==> src/rtl/uart_rx.sv <==
// UART receiver: mid-bit sampling, parity/stop check, optional UART_RX_SYNC_EN input synchronizer.
// Latency: pulse 1 cycle after stop sample (+2 with sync); no backpressure, pulses must be taken on sight.
module uart_rx #(
    parameter int P_SYSTEM_CLK      = 50_000_000,
    parameter int P_UART_BAUDRATE   = 115200,
    parameter int P_UART_DATA_WIDTH = 8,
    parameter int P_UART_CHECK      = 0
) (
    input  logic                         i_clk,
    input  logic                         i_rst,
    input  logic                         i_uart_rx,
    output logic [P_UART_DATA_WIDTH-1:0] o_user_rx_data,
    output logic                         o_user_rx_valid,
    output logic                         o_user_rx_err
);

    localparam int          DIV     = P_SYSTEM_CLK / P_UART_BAUDRATE;
    localparam logic [15:0] HALF_M1 = 16'(DIV / 2 - 1);
    localparam logic [15:0] FULL_M1 = 16'(DIV - 1);
    localparam logic [3:0]  LAST    = 4'(P_UART_DATA_WIDTH - 1);

    typedef enum logic [2:0] {IDLE, START, DATA, PARITY, STOP} state_t;

    logic                         rx_line;
    logic                         r_rx_d0, r_rx_d1;
    state_t                       state_q, state_d;
    logic [15:0]                  cnt_q, cnt_d;
    logic [3:0]                   bit_q, bit_d;
    logic [P_UART_DATA_WIDTH-1:0] shift_q, shift_d;
    logic                         r_par_ok, par_ok_d;
    logic [P_UART_DATA_WIDTH-1:0] data_q, data_d;
    logic                         valid_q, valid_d;
    logic                         err_q, err_d;
    logic                         full;

`ifdef UART_RX_SYNC_EN
    logic [1:0] sync_q;

    always_ff @(posedge i_clk) begin
        if (i_rst) sync_q <= 2'b11;
        else       sync_q <= {sync_q[0], i_uart_rx};
    end
    assign rx_line = sync_q[1];
`else
    assign rx_line = i_uart_rx;
`endif

    always_ff @(posedge i_clk) begin
        if (i_rst) begin
            r_rx_d0  <= 1'b1;
            r_rx_d1  <= 1'b1;
            state_q  <= IDLE;
            cnt_q    <= '0;
            bit_q    <= '0;
            shift_q  <= '0;
            r_par_ok <= 1'b1;
            data_q   <= '0;
            valid_q  <= 1'b0;
            err_q    <= 1'b0;
        end else begin
            r_rx_d0  <= rx_line;
            r_rx_d1  <= r_rx_d0;
            state_q  <= state_d;
            cnt_q    <= cnt_d;
            bit_q    <= bit_d;
            shift_q  <= shift_d;
            r_par_ok <= par_ok_d;
            data_q   <= data_d;
            valid_q  <= valid_d;
            err_q    <= err_d;
        end
    end

    assign full = (cnt_q == FULL_M1);

    always_comb begin
        state_d  = state_q;
        cnt_d    = cnt_q + 16'd1;
        bit_d    = bit_q;
        shift_d  = shift_q;
        par_ok_d = r_par_ok;
        data_d   = data_q;
        valid_d  = 1'b0;
        err_d    = 1'b0;
        case (state_q)
            IDLE: begin
                cnt_d    = '0;
                bit_d    = '0;
                par_ok_d = 1'b1;
                // Edge, not level: a line stuck low cannot retrigger.
                if (r_rx_d1 && !r_rx_d0) state_d = START;
            end
            START: begin
                if (cnt_q == HALF_M1) begin
                    cnt_d   = '0;
                    state_d = r_rx_d0 ? IDLE : DATA;
                end
            end
            DATA: begin
                if (full) begin
                    cnt_d   = '0;
                    shift_d = {r_rx_d0, shift_q[P_UART_DATA_WIDTH-1:1]};
                    if (bit_q == LAST) state_d = (P_UART_CHECK != 0) ? PARITY : STOP;
                    else               bit_d   = bit_q + 4'd1;
                end
            end
            PARITY: begin
                if (full) begin
                    cnt_d    = '0;
                    par_ok_d = (P_UART_CHECK == 1) ? (^shift_q ^ r_rx_d0) : ~(^shift_q ^ r_rx_d0);
                    state_d  = STOP;
                end
            end
            STOP: begin
                // Leave on the sample itself so a back-to-back start edge is not missed.
                if (full) begin
                    cnt_d   = '0;
                    state_d = IDLE;
                    if (r_rx_d0 && r_par_ok) begin
                        data_d  = shift_q;
                        valid_d = 1'b1;
                    end else begin
                        err_d = 1'b1;
                    end
                end
            end
            default: state_d = IDLE;
        endcase
    end

    assign o_user_rx_data  = data_q;
    assign o_user_rx_valid = valid_q;
    assign o_user_rx_err   = err_q;

endmodule

==> config.mk <==
export PLATFORM = sky130hd
export DESIGN_NAME = uart_rx
export DESIGN_NICKNAME = d
export VERILOG_FILES = /design/src/rtl/uart_rx.sv
export SDC_FILE = /design/constraint.sdc
export NUM_CORES = 1
export LEC_CHECK = 0
export CORE_MARGIN = 3
export CORE_UTILIZATION = 59
export CTS_BUF_LIST = sky130_fd_sc_hd__clkbuf_2 sky130_fd_sc_hd__clkbuf_4 sky130_fd_sc_hd__clkbuf_8
export CTS_CLUSTER_SIZE = 12
export DETAILED_ROUTE_END_ITERATION = 6
export GPL_TIMING_DRIVEN = 0
export PLACE_DENSITY = 0.77
export REMOVE_ABC_BUFFERS = 1
export SLEW_MARGIN = 40
export SYNTH_ARGS = -nofsm -noshare
export SYNTH_HDL_FRONTEND = slang
export SYNTH_SLANG_ARGS = --single-unit
export TNS_END_PERCENT = 50
==> constraint.sdc <==
create_clock -name i_clk -period 2.5 [get_ports i_clk]
set_clock_uncertainty 0.2 [all_clocks]
set_input_delay 0.625 -clock i_clk [delete_from_list [all_inputs] [get_ports i_clk]]
set_output_delay 0.625 -clock i_clk [all_outputs]
set_load 0.01 [all_outputs]
; ---- Yosys cells after proc, flatten, opt, wreduce, memory -nomap -nowiden
; Cells that the tools add are included.
[word_totals]
input_bits = 3
ff_bits = 44
word_cells = 62
out_inout_bits = 10
[op_classes]
eq_ne = 14
mux = 18
n_bitwise = 4
add_sub_neg = 2
reduce_logical = 14
[op_table]
columns = op, n
row1 = $pmux 16 s3, 1
row2 = $mux 16, 2
row3 = $mux 3, 6
row4 = $add 16x1->16 const B, 1
row5 = $eq 16x8->1 const B, 1
row6 = $eq 16x9->1 const B, 1
row7 = $pmux 3 s5, 1
row8 = $ne 2x2->1 const B, 7
row9 = $mux 4, 2
row10 = $pmux 4 s2, 1
row11 = $reduce_xor 8->1, 1
row12 = $eq 3x2->1 const B, 2
row13 = $reduce_and 3->1, 2
row14 = $reduce_and 6->1, 1
row15 = $reduce_or 3->1, 2
row16 = $add 4x1->4 const B, 1
row17 = $eq 4x3->1 const B, 1
row18 = $reduce_and 2->1, 2
row19 = $reduce_bool 2->1, 2
row20 = $eq 3x1->1 const B, 1
row21 = $eq 3x3->1 const B, 1
row22 = $logic_not 3->1, 1
row23 = $mux 1, 3
row24 = $not 1->1, 3
row25 = 5 further kinds, 6

; ---- Logic depth before layout (Yosys ltp)
[depth]
ltp_word = 5
mapped_depth = 8

; ---- Worst setup path after synthesis
; Ideal clock, no wire load.
[synth_path]
kind = register to register
from = register cnt_q[2]
to = register state_q[0]
required_time_ps = 2179
path_stages_with_launch = 5
path_slack_ps = 511
arrival_ps = 1668
setup_ps = 121
path_cell_list = dfxtp_1 -> nor4_4 -> nand4_1 -> a221oi_2 -> mux2_2
[synth_via]
elab_chain_cells = 3
word_cells_on_any_way = 7
[synth_lines]
columns = element, line
row1 = from (decl), 27  ; logic [15:0] cnt_q, cnt_d;
row2 = from (signal assigned), 64  ; cnt_q <= cnt_d;
row3 = $eq 16x8->1 or $eq 16x9->1 (tied branches), "94, 74"
row4 = $ne 2x2->1 (no line), -
row5 = $reduce_and 6->1 (no line) (*), -
row6 = to (signal assigned), 63  ; state_q <= state_d;
row7 = to (decl), 26  ; state_t state_q, state_d;
; Every way passes the cells marked *; elsewhere a longest branch is shown, timed or not.
; A chain may end at the register's enable or synchronous reset.

; ---- Worst setup path in the final report
; Ends and elaborated chain as after synthesis.

==> flow_metrics.tcl <==
set metrics [dict create \
    status "finished clean" \
    ctsRootBufferMaster "clkbuf_4" \
    slowest_stage "a221oi_2" \
    leakagePower_nw 0.745 \
    worst_setup_path_start_kind "flop" \
    holdBufCountCts 0 \
    dr.pass1.iters 6 \
    cts_tree "done" \
    yosysUniqueCellTypes 46 \
    cts_buffers 5 \
    synth_warnings 0 \
    layout.nets 246 \
    hold_slack_ps 285 \
    htreeDepth 2 \
    hold_class "reg2reg" \
    seq_power_share 0.562 \
    powerDensity_nw_per_um2 576 \
    gr-usage-all-layers 0.207 \
    diodes 0 \
    cts_post_setup_buffers_inserted 0 \
    worst_pin_slew_ps 745 \
    die_w_um 66.1 \
    grt_pass1_vias 1572 \
    dieHeight_um 66.1 \
    power_frac_comb 0.159 \
    ant_nets 0 \
    critPathBufInv 0 \
    drc_errors 0 \
    die_area_um2 4370 \
    fmax_ghz 0.436 \
    relSlewSlack 0.503 \
    slowest_delay_ps 440 \
    numPortBuffers 12 \
    worst_setup_path_end_kind "flop" \
    min_period_over_period 0.917 \
    synth_seq_cells 44 \
    netlist_top_cells_area "dfxtp_1 41%, nand3_1 6.3%, a21oi_1 5.2%" \
    syn_to_final_growth_pct 8.81 \
    grt_max_degree 44 \
    cts_buffer_depth 2 \
    synth_top_area_share 0.414 \
    internal_power_mw 0.970 \
    place.gp.congestion 0.847 \
    num_vias 1699 \
    synth.largest_area_cell "dfxtp_1" \
    drt_iter0_markers 158 \
    power_mw 1.33 \
    report.final.setup_viol 0 \
    required_ps 2550 \
    antenna_found_initial 0 \
    core_region_area_um2 3420 \
    drv_cap 0 \
    r2r_slack_ps 210 \
    p_sw_mw 0.363 \
    start_util 0.623 \
    layout_common_cells "44 x dfxtp_1, 27 x nand3_1, 22 x a21oi_1, 19 x o21ai_0" \
    rsz0062_at_grt "no" \
    cts.clk_slew.worst_paths_ps 120 \
    finalHoldViolations 0 \
    dp.final_hpwl_mm 2.81 \
    critPathTopFamily "simple AND/OR/NAND/NOR gates" \
    worst-path-max-fanout 27 \
    wirelength_mm 4.16 \
    insertion_delay_ps 350 \
    drive_gt1_frac 0.109 \
    clkSinkCount 44 \
    slew_violations 0 \
    wire_per_inst_um 14.6 \
    grt_pass1_wl_mm 7.11 \
    yosysSeqAreaShare 0.414 \
    overflow 0 \
    switching_share 0.272 \
    arrival_ps 2340 \
    io_pins 13 \
    path_cells "nor4_4 -> nand4_4 -> a221oi_2 -> mux2_2" \
    period_minus_slack_ps 2290 \
    p_clk_frac 0.279 \
    rows 21 \
    syn_inst 232 \
    criticalPathCategory "reg2reg" \
    via_per_inst 5.96 \
    final_common_cell "dfxtp_1" \
    netlist_area_um2 2130 \
    cts_resized 0 \
    syn_area_per_cell_um2 9.18 \
    ir_drop_mv 0.448 \
]
through the flow:
step / util / area (µm²) / instances / setup TNS [ps] / worst slack (ps)
global placement: 0.656 / 2240 / 276 / -2510 / -477
global route: 0.678 / 2320 / 285 / 0 / 39.3
finish: 0.678 / 2320 / 285 / 0 / 208
CTS: 0.674 / 2300 / 283 / 0 / 95.8
detailed placement: 0.655 / 2240 / 276 / 0 / 112
floorplan: - / 2060 / 218 / 0 / 454
layout make-up:
type	instances	area [µm²]
clock buffer	7	65.1
tap	46	57.6
timing repair buffer	14	130
multi-input combinational	170	1170
inverter	4	15.0
sequential	44	881
fill	289	1100
worst min-delay path, cell delays in order, from the launching register on:
cell and delay [ps]:
dfxtp_1 330, o21ai_0 60, a21oi_1 60
metal layers:
layer  share of wire  GRT usage  vias to the layer above
met2            0.51      0.362                       28
li1                -          -                      866
met4          0.0099     0.0685                        0
met5               0          0                        -
met1            0.45      0.253                      800
met3           0.031     0.0408                        5
registers in the layout, indices dropped and copies added (netlist names):
register and flops:
shift_q 8, bit_q 4, cnt_q 16, state_q 3, r_rx_d1 1, o_user_rx_data 8
o_user_rx_err 1, r_rx_d0 1, r_par_ok 1, o_user_rx_valid 1
kinds of logic (layout without fill, tap and decap cells):
group           count (synthesis)  in the layout  share of synthesized area
simple gates                   91             91                      0.276
fa+ha+maj                       4              4                     0.0235
buf+inv                        18             25                     0.0376
mux                             2              2                    0.00999
compound gates                 56             56                      0.163
xor+xnor                       17             17                     0.0764
flops                          44             44                      0.414
Yosys cell counts (all sizes together):
master / count
dfxtp: 44
a311o: 1
and4: 3
nor2b: 3
nor3b: 4
nand2: 7
nor3: 11
a211oi: 4
ha: 4
nand2b: 4
o21ai: 19
o22ai: 1
buf: 5
clkbuf: 9
nand4: 6
nand3: 27
o31a: 1
xor2: 11
a21oi: 22
nor4: 2
a221oi: 2
xnor3: 1
and3: 3
o21a: 1
or2: 1
o211ai: 2
and2: 1
mux2: 1
or4: 3
and3b: 1
inv: 4
o31ai: 3
nor2: 5
or3b: 2
mux2i: 1
or3: 6
nor4bb: 1
xnor2: 5
and4bb: 1
power by group through the flow:
stage | Sequential (mW) | Clock [mW] | Combinational, mW
floorplan | 0.758 | 0 | 0.141
global route | 0.755 | 0.411 | 0.236
global placement | 0.764 | 0 | 0.178
detailed placement | 0.766 | 0 | 0.183
CTS | 0.750 | 0.387 | 0.184
finish | 0.750 | 0.372 | 0.212
path summary, 6_finish.rpt:
kind,from,to,depth (start not counted)
max reg2reg,cnt_q[2]$_SDFF_PP0_,state_q[0]$_SDFFE_PP0P_,4
max,cnt_q[2]$_SDFF_PP0_,state_q[0]$_SDFFE_PP0P_,4
min reg2reg,o_user_rx_data[2]$_SDFFE_PP0P_,o_user_rx_data[2]$_SDFFE_PP0P_,2
min,o_user_rx_data[2]$_SDFFE_PP0P_,o_user_rx_data[2]$_SDFFE_PP0P_,2
Power figures use the tool's default switching activity.
